[src/rtl/div_unit_pkg.sv]
// Shared definitions for the iterative divider: decoder control codes,
// FSM state encoding and the default datapath width.
package div_unit_pkg;

  localparam int DIV_DATA_W = 32;

  // alucontrol codes the decoder uses to raise start/signed_div
  localparam logic [7:0] DIV_CONTROL  = 8'h1A;
  localparam logic [7:0] DIVU_CONTROL = 8'h1B;

  typedef enum logic [1:0] {
    DIV_IDLE = 2'd0,
    DIV_BUSY = 2'd1,
    DIV_ZERO = 2'd2,
    DIV_DONE = 2'd3
  } div_state_e;

  function automatic logic div_is_div_op(input logic [7:0] alucontrol);
    return (alucontrol == DIV_CONTROL) || (alucontrol == DIVU_CONTROL);
  endfunction

  function automatic logic div_is_signed_op(input logic [7:0] alucontrol);
    return alucontrol == DIV_CONTROL;
  endfunction

endpackage

[src/rtl/div_unit_if.sv]
// Request/result bundle between the EX stage (master) and the divider (slave).
interface div_unit_if
  import div_unit_pkg::*;
#(
  parameter int DATA_W = DIV_DATA_W
) ();

  logic              start;
  logic              signed_div;
  logic [DATA_W-1:0] a;
  logic [DATA_W-1:0] b;
  logic              annul;
  logic              busy;
  logic              done;
  logic [DATA_W-1:0] hi_out;
  logic [DATA_W-1:0] lo_out;

  modport master (
    output start, signed_div, a, b, annul,
    input  busy, done, hi_out, lo_out
  );

  modport slave (
    input  start, signed_div, a, b, annul,
    output busy, done, hi_out, lo_out
  );

endinterface

[src/rtl/div_unit.sv]
// Radix-2 restoring divider for DIV/DIVU: one quotient bit per cycle on
// operand magnitudes, with the sign fixup registered as the result enters DONE.
module div_unit
  import div_unit_pkg::*;
#(
  parameter int DATA_W = DIV_DATA_W
) (
  input  logic        clk,
  input  logic        resetn,
  div_unit_if.slave   bus
);

  localparam int CNT_W = $clog2(DATA_W) + 1;
  localparam logic [CNT_W-1:0] LAST_ITER = CNT_W'(DATA_W - 1);

  div_state_e        state_q, state_d;
  logic [CNT_W-1:0]  count_q, count_d;
  logic [DATA_W-1:0] rem_q, rem_d;
  logic [DATA_W-1:0] quo_q, quo_d;
  logic [DATA_W-1:0] div_q, div_d;
  logic              q_neg_q, q_neg_d;
  logic              r_neg_q, r_neg_d;
  logic              busy_q, busy_d;
  logic              done_q, done_d;
  logic [DATA_W-1:0] hi_q, hi_d;
  logic [DATA_W-1:0] lo_q, lo_d;

  logic [DATA_W-1:0] a_mag, b_mag;
  logic [DATA_W:0]   shifted, diff;
  logic              borrow;
  logic [DATA_W-1:0] rem_next, quo_next;

  // Magnitudes wrap naturally: the most negative value stays as its unsigned pattern
  always_comb begin
    a_mag = (bus.signed_div && bus.a[DATA_W-1]) ? -bus.a : bus.a;
    b_mag = (bus.signed_div && bus.b[DATA_W-1]) ? -bus.b : bus.b;
  end

  // Because rem < divisor, the top bit of this DATA_W+1 difference is exactly the borrow
  always_comb begin
    shifted  = {rem_q, quo_q[DATA_W-1]};
    diff     = shifted - {1'b0, div_q};
    borrow   = diff[DATA_W];
    rem_next = borrow ? shifted[DATA_W-1:0] : diff[DATA_W-1:0];
    quo_next = {quo_q[DATA_W-2:0], ~borrow};
  end

  always_comb begin
    state_d = state_q;
    count_d = count_q;
    rem_d   = rem_q;
    quo_d   = quo_q;
    div_d   = div_q;
    q_neg_d = q_neg_q;
    r_neg_d = r_neg_q;
    hi_d    = hi_q;
    lo_d    = lo_q;

    case (state_q)
      DIV_IDLE: begin
        if (bus.start && !bus.annul) begin
          if (bus.b != '0) begin
            state_d = DIV_BUSY;
            count_d = '0;
            rem_d   = '0;
            quo_d   = a_mag;
            div_d   = b_mag;
            q_neg_d = bus.signed_div & (bus.a[DATA_W-1] ^ bus.b[DATA_W-1]);
            r_neg_d = bus.signed_div & bus.a[DATA_W-1];
          end else begin
            state_d = DIV_ZERO;
            rem_d   = bus.a;
          end
        end
      end

      DIV_BUSY: begin
        if (bus.annul) begin
          state_d = DIV_IDLE;
          count_d = '0;
        end else begin
          rem_d   = rem_next;
          quo_d   = quo_next;
          count_d = count_q + 1'b1;
          if (count_q == LAST_ITER) begin
            state_d = DIV_DONE;
            count_d = '0;
            lo_d    = q_neg_q ? -quo_next : quo_next;
            hi_d    = r_neg_q ? -rem_next : rem_next;
          end
        end
      end

      // Divide by zero yields a defined result instead of trapping
      DIV_ZERO: begin
        if (bus.annul) begin
          state_d = DIV_IDLE;
        end else begin
          state_d = DIV_DONE;
          hi_d    = rem_q;
          lo_d    = '1;
        end
      end

      DIV_DONE: begin
        state_d = DIV_IDLE;
      end

      default: begin
        state_d = DIV_IDLE;
      end
    endcase

    busy_d = (state_d == DIV_BUSY);
    done_d = (state_d == DIV_DONE);
  end

  always_ff @(posedge clk or negedge resetn) begin
    if (!resetn) begin
      state_q <= DIV_IDLE;
      count_q <= '0;
      rem_q   <= '0;
      quo_q   <= '0;
      div_q   <= '0;
      q_neg_q <= 1'b0;
      r_neg_q <= 1'b0;
      busy_q  <= 1'b0;
      done_q  <= 1'b0;
      hi_q    <= '0;
      lo_q    <= '0;
    end else begin
      state_q <= state_d;
      count_q <= count_d;
      rem_q   <= rem_d;
      quo_q   <= quo_d;
      div_q   <= div_d;
      q_neg_q <= q_neg_d;
      r_neg_q <= r_neg_d;
      busy_q  <= busy_d;
      done_q  <= done_d;
      hi_q    <= hi_d;
      lo_q    <= lo_d;
    end
  end

  assign bus.busy   = busy_q;
  assign bus.done   = done_q;
  assign bus.hi_out = hi_q;
  assign bus.lo_out = lo_q;

endmodule

[src/flat_wrapper.sv]
// flat-port wrapper written by rule: the top's interface ports become plain ports
module div_unit_flat import div_unit_pkg::*;
#(
  parameter int DATA_W = DIV_DATA_W
)
  (clk, resetn, bus_start, bus_signed_div, bus_a, bus_b, bus_annul, bus_busy, bus_done, bus_hi_out, bus_lo_out);
  div_unit_if #(.DATA_W(DATA_W)) bus_i ();
  input  logic clk;
  input  logic resetn;
  input wire logic [$bits(bus_i.start)-1:0] bus_start;
  input wire logic [$bits(bus_i.signed_div)-1:0] bus_signed_div;
  input wire logic [$bits(bus_i.a)-1:0] bus_a;
  input wire logic [$bits(bus_i.b)-1:0] bus_b;
  input wire logic [$bits(bus_i.annul)-1:0] bus_annul;
  output wire logic [$bits(bus_i.busy)-1:0] bus_busy;
  output wire logic [$bits(bus_i.done)-1:0] bus_done;
  output wire logic [$bits(bus_i.hi_out)-1:0] bus_hi_out;
  output wire logic [$bits(bus_i.lo_out)-1:0] bus_lo_out;
  assign bus_i.start = bus_start;
  assign bus_i.signed_div = bus_signed_div;
  assign bus_i.a = bus_a;
  assign bus_i.b = bus_b;
  assign bus_i.annul = bus_annul;
  assign bus_busy = bus_i.busy;
  assign bus_done = bus_i.done;
  assign bus_hi_out = bus_i.hi_out;
  assign bus_lo_out = bus_i.lo_out;
  div_unit #(.DATA_W(DATA_W)) u_core (.clk(clk), .resetn(resetn), .bus(bus_i));
endmodule
[config.mk]
export PLATFORM = sky130hd
export DESIGN_NAME = div_unit_flat
export DESIGN_NICKNAME = d
export VERILOG_FILES = /design/src/rtl/div_unit_pkg.sv /design/src/rtl/div_unit_if.sv /design/src/rtl/div_unit.sv /design/src/flat_wrapper.sv
export SDC_FILE = /design/constraint.sdc
export NUM_CORES = 1
export LEC_CHECK = 0
export BUFFER_PORTS_ARGS = -buffer_cell sky130_fd_sc_hd__buf_2
export CORE_UTILIZATION = 45
export DETAILED_ROUTE_END_ITERATION = 8
export GPL_TIMING_DRIVEN = 1
export HOLD_SLACK_MARGIN = 0.1
export MAX_ROUTING_LAYER = met4
export PLACE_DENSITY = 0.67
export SLEW_MARGIN = 10
export SYNTH_ARGS = -nofsm -noshare
export SYNTH_HDL_FRONTEND = slang
export SYNTH_SLANG_ARGS = --single-unit
[constraint.sdc]
create_clock -name clk -period 8.6 [get_ports clk]
set_input_delay 1.72 -clock clk [delete_from_list [all_inputs] [get_ports clk]]
set_output_delay 1.72 -clock clk [all_outputs]
set_load 0.02 [all_outputs]
==> results of run 1 <==
cell families after synthesis:
group | after synthesis
and+or+nand+nor | 568
AOI/OAI and AO/OA | 520
DFF | 172
buffers and inverters | 153
xor gates and xnor gates | 117
muxes | 44
adders and majority gates | 38
worst max-delay path, cell delays in order (launching register included):
cell	delay, ns
dfrtp_1	0.37
inv_1	0.09
ha_1	0.22
fa_1	0.48
nor2b_4	0.18
o31a_4	0.17
o22ai_4	0.11
o31ai_4	0.40
a31oi_4	0.17
xnor2_4	0.14
buf_4	0.56
inv_2	0.18
buf_4	0.33
a21oi_1	0.32
ha_1	0.27
nand2_1	0.07
nor4_1	0.52
nand3_1	0.16
nor4_1	0.29
o22ai_1	0.22
nor4_2	0.26
mux2i_1	0.23
nand2_1	0.07
power by group through the flow:
stage | Combinational, uW | Clock (uW) | Sequential [uW]
after floorplan | 1660 | 0 | 1110
after global placement | 2110 | 0 | 1170
after detailed placement | 2130 | 0 | 1170
after CTS | 2150 | 831 | 1160
after global routing | 2400 | 862 | 1180
final | 2160 | 822 | 1160
stage by stage:
step	instance area [um^2]	worst slack [ns]	hold WS [ns]	util [%]
after global routing	14300	2.18	0.508	51.2
after floorplan	12800	3.46	0.438	-
after detailed placement	13700	2.49	0.469	49.1
after global placement	13700	2.60	0.459	49.1
after CTS	14300	2.78	0.481	51.2
final	14300	2.61	0.483	51.2
state kept, by name (all words and copies together) (netlist names):
signal and count:
u_core.r_neg_q 1, u_core.bus.lo_out 32, u_core.bus.busy 1, u_core.count_q 6, u_core.rem_q 32, u_core.bus.done 1
u_core.q_neg_q 1, u_core.bus.hi_out 32, u_core.div_q 32, u_core.state_q 2, u_core.quo_q 32
cell usage after synthesis, types with 28 or more instances:
library cell and n:
clkbuf_1 64, dfrtp_1 172, nor3_1 46, nand2_1 145, mux2i_1 33, inv_1 57
xor2_1 60, o21ai_0 121, o31ai_1 28, ha_1 37, xnor2_1 56, nor2_1 211
nand3_1 31, a31oi_1 42, a21oi_1 200
worst min-delay path by stage:
stage / end / depth (start not counted)
floorplan: u_core.count_q[5] / 1
global placement: u_core.count_q[5] / 1
detailed placement: u_core.count_q[5] / 1
CTS: u_core.count_q[5] / 1
global route: u_core.count_q[5] / 1
finish: u_core.count_q[5] / 1
layout make-up:
| class | instances | area (um^2) | share of cell area (%) |
|---|---|---|---|
| Antenna cell | 2 | 5.00 | 0.0351 |
| Clock buffer | 18 | 429 | 3.01 |
| Clock inverter | 14 | 169 | 1.18 |
| Inverter | 59 | 221 | 1.55 |
| Multi-Input combinational cell | 1287 | 7890 | 55.3 |
| Sequential cell | 172 | 4300 | 30.2 |
| Tap cell | 378 | 473 | 3.31 |
| Timing Repair Buffer | 147 | 774 | 5.43 |
cells in the final DEF (no fill, tap or decap), types with 9 or more instances in the layout:
cell type and instances:
o31ai_1 28, a21oi_1 200, ha_1 37, buf_2 133, xor2_1 60, dfrtp_1 172, nand2_1 145, o22ai_1 9
a211oi_1 10, nor4_1 18, o21ai_0 121, mux2i_1 33, inv_1 57, nand2b_1 9, or3_1 25, xnor2_1 56
or4_1 12, mux2_2 10, buf_4 13, and2_1 9, and3_1 18, clkbuf_16 17, o21a_1 12, nor2_1 211
a21o_1 10, nor3_1 44, o211ai_1 9, nand3_1 31, a31oi_1 42
layer usage:
layer  routed length, um  vias up  share of wire [%]
met2               18400      403                 48
li1                    -     5936                  -
met5                   0        -                  0
met1               17200     5904                 45
met3                2080       56                5.4
met4                 830        0                2.2
==> impl_metrics.toml, run 1 <==
[global_routing]
busiest_layer = "met2"
met3_usage_pct = 4.60
antenna_found_initial = 2
grt-ovfl-total = 0
grt_pass1_vias = 11500
grt.total_usage_pct = 27.5
grt_max_degree = 101
grt_pass1_wl_um = 60900
use_met1_pct = 35.5
grt_use_met2_pct = 44.4

[synthesis]
synthCells = 1612
synth_nets = 1719
synth_area_leaders = "dfrtp_1 (34%), a21oi_1 (7.8%), nor2_1 (6.2%)"
ys_seq_elements = 172
synth_edf_count = 0
synth_area_um2 = 12800
synth_top_family_by_area = "compound AO/OA/AOI/OAI gates"
yosysUniqueCellTypes = 91
yosys.area_share.simple_pct = 21.0
ys_seq_area_share_pct = 33.7
ys_warn_count = 0
synth_compound_area_share_pct = 25.0
synth.mux.area_fraction_pct = 3.57
synth_top_cell_area_share_pct = 33.7
synth_fa_ha_area_share_pct = 3.78
synth_top_area_cell = "dfrtp_1"
yosys.area_share.xor_xnor_pct = 8.16
synthFlopType = "dfrtp_1"
syn_avg_cell_area_um2 = 7.93
ys_async_sr_fraction_pct = 100

[power_and_ir_drop]
power_switching_uw = 1930
p_leak_uw = 0.00602
pwr_density_cell_nw_per_um2 = 291
comb_power_share_pct = 52.2
p_sw_share_pct = 46.5
total_power_uw = 4150
p_seq_share_pct = 28.0
power.share.clock_pct = 19.8
power.internal_uw = 2220
vdd_ir_drop_max_v = 0.000187

[clocking]
insertion_delay_ns = 0.45
cts_buffers = 17
root_buffer = "clkbuf_16"
cts_resized = 0
postCtsSetupBuffers = 0
clkTransAtPathRegs_ns = 0.07
htreeDepth = 4
hold_buffers = 0
cts.sinks = 172
cts_tree = "done"
clk_path_buf_depth = 2

[placed_design]
place.gp.congestion = 0.964
placement.io_buffers = 134
hpwl_um = 28100
dp.cells = 2043

[finish]
layout.nets = 1791
nFillCells = 2760
area_growth_pct = 11.6
drive_gt1_share_pct = 13.3
final_cells = 2077

[floorplanning]
die_h_um = 171
die_area_um2 = 29100
initial_core_util_pct = 45.9
core_um2 = 27900
io_pins = 135
row_count = 61
fp.dieW_um = 171

[worst_setup_path]
cp-start-kind = "flip-flop"
timing.critical_path.from = "u_core.quo_q[31]"
worst-path-max-fanout = 51
path_class = "flip-flop to flip-flop"
cp-endpoint = "u_core.bus.hi_out[28]"
reg2reg_from = "u_core.quo_q[31]"
cp-end-kind = "flip-flop"
r2r_end = "u_core.bus.hi_out[28]"
cp.required_ns = 8.93
reg2reg_depth = 22
r2r_slack_ns = 2.61
cp.arrival_ns = 6.31

[timing]
fmax_ghz = 0.167
max_slew_margin_pct = 25.8
min_period_over_period_pct = 69.6
finalHoldViolations = 0
drv_slew = 0
tns_ns = 0
rsz0062_at_grt = "no"
worst_slew_pin_slew_ns = 1.11
fin_crit_ns = 5.99
skew_ns = 0.00865
setup_viol = 0

[hold_path]
holdCritStartpoint = "u_core.count_q[5]"
hold_class = "flip-flop to flip-flop"

[routing]
dr.pass1.iters = 8
wire_per_inst_um = 18.5
vias = 12300
routed_via_density = 5.92
drtIter0Drc = 1022
totalWireLength_um = 38500
postRouteAntennaNets = 0
drc_errors = 0

[run_status]
status = "finished clean"

[run]
drv_cap = 0
No activity file was read; power rests on OpenSTA's default activity.
==> run 2: changes to the inputs <==
Clock period 8.6 ns to 6.2 ns, I/O delays scaled along.
==> run 2 against run 1 <==
Sequential share of layout area barely moved. Global-route usage rose by 0.074 points. Register-to-register slack got worse by 1.7 ns. Non-clock buffer count rose by 3. Die area did not move. Highest routed layer unchanged. Final area barely moved. Clock power rose by 33%. Worst hold slack improved by 0.014 ns. Count of clock-buffer cells in the layout did not move. Wire length did not move. Total power rose by 37%. Combinational power rose by 39%.
==> impl_metrics.toml, run 2 (same netlist as run 1, synthesis figures left out) <==
[routing]
drc_errors = 0
dr.pass1.iters = 5
drtIter0Drc = 1140
totalWireLength_um = 38500
routed_via_density = 5.90
wire_per_inst_um = 18.5
vias = 12300
postRouteAntennaNets = 0

[floorplanning]
core_um2 = 27900
io_pins = 135
die_area_um2 = 29100
initial_core_util_pct = 45.9
row_count = 61
die_h_um = 171
fp.dieW_um = 171

[timing]
max_slew_margin_pct = 23.4
setup_viol = 0
fin_ws_ns = 0.892
min_period_over_period_pct = 85.6
fin_crit_ns = 5.31
drv_slew = 0
finalHoldViolations = 0
skew_ns = 0.0111
rsz0062_at_grt = "no"
fmax_ghz = 0.188
worst_slew_pin_slew_ns = 1.15
tns_ns = 0

[power_and_ir_drop]
pwr_density_cell_nw_per_um2 = 398
p_leak_uw = 0.00603
total_power_uw = 5680
vdd_ir_drop_max_v = 0.000335

[worst_setup_path]
cp-start-kind = "flip-flop"
cp.arrival_ns = 5.61
cp.required_ns = 6.51
critical_path_buf_inv_count = 2
path_class = "flip-flop to flip-flop"
critPathTopFamily = "simple AND/OR/NAND/NOR gates"
crit_path_top_delay_cell = "or4_1"
path_cells = "inv_1 > ha_1 > fa_1 > nor2b_4 > o31a_4 > o22ai_4 > o31ai_4 > a31oi_4 > xnor2_4 > inv_2 > ha_1 > nand2_1 > or4_1 > nand2b_1 > or4_1 > or3_1 > o31ai_1 > xor2_1 > a21oi_1"
slowest_delay_ns = 0.51
worst-path-max-fanout = 21
cp-end-kind = "flip-flop"

[finish]
mostFrequentLayoutCell = "nor2_1"
layout.nets = 1794
design_area_um2 = 14300
layout_common_cells = "nor2_1 (211), a21oi_1 (200), dfrtp_1 (172), nand2_1 (145), buf_2 (133)"
drive_gt1_share_pct = 13.5
final_cells = 2079
area_growth_pct = 11.7
nFillCells = 2698

[clocking]
htreeDepth = 4
insertion_delay_ns = 0.44
cts_buffers = 17
postCtsSetupBuffers = 0
clk_path_buf_depth = 2
root_buffer = "clkbuf_16"
hold_buffers = 0
cts.sinks = 172
cts_tree = "done"
cts_resized = 0
clkTransAtPathRegs_ns = 0.08

[placed_design]
dp.cells = 2046
post-place-ws_ns = 0.940
placement.io_buffers = 134
place.gp.congestion = 0.966
hpwl_um = 28400
post_dp_cell_area_um2 = 13700

[global_routing]
grt_pass1_vias = 11700
grt.total_usage_pct = 27.6
antenna_found_initial = 1
grt-ovfl-total = 0
grt_max_degree = 91
grt_pass1_wl_um = 61100

[hold_path]
hold_class = "flip-flop to flip-flop"

[run]
drv_cap = 0

[run_status]
status = "finished clean"
-- run 2: per-layer routing --
metal  track usage, %  routed length [um]  vias to the layer above
li1                 -                   -                     5936
met1             35.1               17100                     5856
met2             44.9               18300                      401
met3             4.09                2100                       70
met4             9.24                1020                        0
met5                -                   0                        -
-- run 2: cell type report --
type / count / area (um^2) / area share [%]
inverters: 59 / 221 / 1.55
repair buffers: 150 / 797 / 5.58
multi-input cells: 1287 / 7890 / 55.3
diodes: 1 / 2.50 / 0.0175
clock inverters: 14 / 148 / 1.03
clock buffers: 18 / 439 / 3.08
well taps: 378 / 473 / 3.31
flip-flops and latches: 172 / 4300 / 30.1
-- run 2: worst paths after layout --
path | start | endpoint | slack, ns | cells past startpoint
worst max-delay path | u_core.quo_q[31] | u_core.bus.lo_out[30] | 0.89 | 19
worst min-delay path | u_core.count_q[5] | u_core.count_q[5] | 0.50 | 1
worst max register to register | u_core.quo_q[31] | u_core.bus.lo_out[30] | 0.89 | 19
worst min register to register | u_core.count_q[5] | u_core.count_q[5] | 0.50 | 1
max in group asynchronous | resetn | u_core.count_q[2] | 4.16 | 2
min in group asynchronous | resetn | u_core.bus.lo_out[31] | 0.86 | 1
-- run 2: report_power, final --
group | internal (uW) | switching (uW) | total, uW
Sequential | 1320 | 268 | 1590
Clock | 550 | 536 | 1090
Combinational | 1130 | 1880 | 3010
Total | 2990 | 2690 | 5680
-- run 2: through the flow --
| stage | hold WS (ns) | util, % |
|---|---|---|
| 6_report | 0.498 | 51.3 |
| 5_1_grt | 0.502 | 51.3 |
| 3_3_place_gp | 0.470 | 49.1 |
| 2_1_floorplan | 0.438 | - |
| 4_1_cts | 0.482 | 51.2 |
| 3_5_place_dp | 0.468 | 49.1 |
==> run 3: changes to the inputs <==
Settings changed: REMOVE_ABC_BUFFERS from default to 1.
==> run 3 against run 2 <==
Count of clock-buffer cells in the layout shrank 1. Cell count about the same. Final area about the same. Via count up 0.77%. Sequential share of layout area about the same. Global-route usage fell by 0.16 points. Critical path type unchanged. Sequential power about the same. Setup slack gained 0.077 ns. Combinational power is essentially flat.
==> impl_metrics.toml, run 3 (same netlist as run 1, synthesis figures left out) <==
[run_status]
status = "finished clean"

[timing]
skew_ns = 0.0116
hold_slack_ns = 0.478
min_period_over_period_pct = 84.4
setup_viol = 0
drv_slew = 0
fin_crit_ns = 5.23
rsz0062_at_grt = "no"
worst_slew_pin_slew_ns = 1.07
finalHoldViolations = 0
fmax_ghz = 0.191
max_slew_margin_pct = 28.8
fin_ws_ns = 0.969

[routing]
drtIter0Drc = 952
wire_per_inst_um = 18.2
postRouteAntennaNets = 0
dr.pass1.iters = 5
routed_via_density = 5.94
drc_errors = 0
totalWireLength_um = 37800
vias = 12400

[clocking]
cts.sinks = 172
hold_buffers = 0
postCtsSetupBuffers = 0
cts_buffers = 17
htreeDepth = 4
root_buffer = "clkbuf_16"
clk_path_buf_depth = 2
cts_resized = 0
clkTransAtPathRegs_ns = 0.07
cts_tree = "done"
insertion_delay_ns = 0.44

[placed_design]
place.gp.congestion = 0.949
placement.io_buffers = 134
dp.cells = 2046
hpwl_um = 27800
post-place-ws_ns = 0.989

[finish]
final_util_pct = 51.2
mostFrequentLayoutCell = "nor2_1"
layout_common_cells = "nor2_1 (211), a21oi_1 (200), dfrtp_1 (172), nand2_1 (145), buf_2 (133)"
register_area_um2 = 4300
nFillCells = 2731
layout.nets = 1794
final_cells = 2080
area_growth_pct = 11.7
multiInputGateArea_um2 = 7890
drive_gt1_share_pct = 13.5

[hold_path]
holdPathEnd = "u_core.count_q[5]"
hold_class = "flip-flop to flip-flop"
holdPathStages = 1
holdCritStartpoint = "u_core.count_q[5]"

[floorplanning]
fp.dieW_um = 171
initial_core_util_pct = 45.9
io_pins = 135
die_area_um2 = 29100
die_h_um = 171
core_um2 = 27900
row_count = 61

[worst_setup_path]
cp.required_ns = 6.50
cp-end-kind = "flip-flop"
r2r_end = "u_core.bus.lo_out[30]"
r2r_slack_ns = 0.97
reg2reg_depth = 19
cp.arrival_ns = 5.53
reg2reg_from = "u_core.quo_q[31]"
worst-path-max-fanout = 15
cp-start-kind = "flip-flop"
path_class = "flip-flop to flip-flop"

[run]
drv_cap = 0

[global_routing]
grt_use_met2_pct = 44.6
grt_pass1_vias = 11700
use_met1_pct = 35.6
grt-ovfl-total = 0
busiest_layer = "met2"
grt.total_usage_pct = 27.4
grt_max_degree = 106
grt_pass1_wl_um = 61400
antenna_found_initial = 2
met3_usage_pct = 4.37

[power_and_ir_drop]
pwr_density_cell_nw_per_um2 = 395
power.share.clock_pct = 19.0
power.internal_uw = 2980
power_switching_uw = 2660
p_leak_uw = 0.00603
vdd_ir_drop_max_v = 0.000291
comb_power_share_pct = 53.1
p_seq_share_pct = 27.9
p_sw_share_pct = 47.1
## run 3: final cells by class
class	instances	area share [%]
multi-input cells	1287	55.3
flip-flops and latches	172	30.1
repair buffers	150	5.58
well taps	378	3.31
clock buffers	17	2.98
inverters	59	1.55
clock inverters	15	1.10
diodes	2	0.0351
## run 3: power groups by stage
| stage | combinational [uW] | clock, uW | sequential [uW] |
|---|---|---|---|
| floorplan | 2230 | 0 | 1550 |
| global placement | 2930 | 0 | 1580 |
| detailed placement | 2950 | 0 | 1590 |
| CTS | 2970 | 1090 | 1570 |
| global route | 3320 | 1140 | 1600 |
| finish | 2990 | 1070 | 1570 |
## run 3: worst max-delay path by stage
stage	start	end	slack, ns	depth (start not counted)
2_1_floorplan	bus_b[0]	u_core.state_q[0]	-0.19	11
3_3_place_gp	u_core.quo_q[31]	u_core.bus.lo_out[30]	1.07	19
3_5_place_dp	u_core.quo_q[31]	u_core.bus.lo_out[30]	0.99	19
4_1_cts	u_core.quo_q[31]	u_core.bus.lo_out[30]	0.98	19
5_1_grt	u_core.quo_q[31]	u_core.bus.lo_out[28]	0.61	19
6_report	u_core.quo_q[31]	u_core.bus.lo_out[30]	0.97	19
## run 3: per-stage QoR
step	power [uW]	cell area [um^2]	TNS [ns]
after floorplan	3780	12400	-6.46
after global placement	4510	13700	0
after detailed placement	4540	13700	0
after CTS	5630	14300	0
after global routing	6060	14300	0
final	5640	14300	0
## run 3: critical path: stages (launching register included)
cell and delay (ns):
dfrtp_1 0.37, inv_1 0.06, ha_1 0.21, fa_1 0.47
nor2b_4 0.17, o31a_4 0.16, o22ai_4 0.10, o31ai_4 0.40
a31oi_4 0.18, xnor2_4 0.16, inv_2 0.27, ha_1 0.24
nand2_1 0.08, or4_1 0.50, nand2b_1 0.20, or4_1 0.48
or3_1 0.45, o31ai_1 0.31, xor2_1 0.17, a21oi_1 0.08
## run 3: metal layers
metal,vias up,share of wire [%]
li1,5939,-
met1,5937,44
met2,433,48
met3,49,6.4
met4,0,1.8
met5,-,0
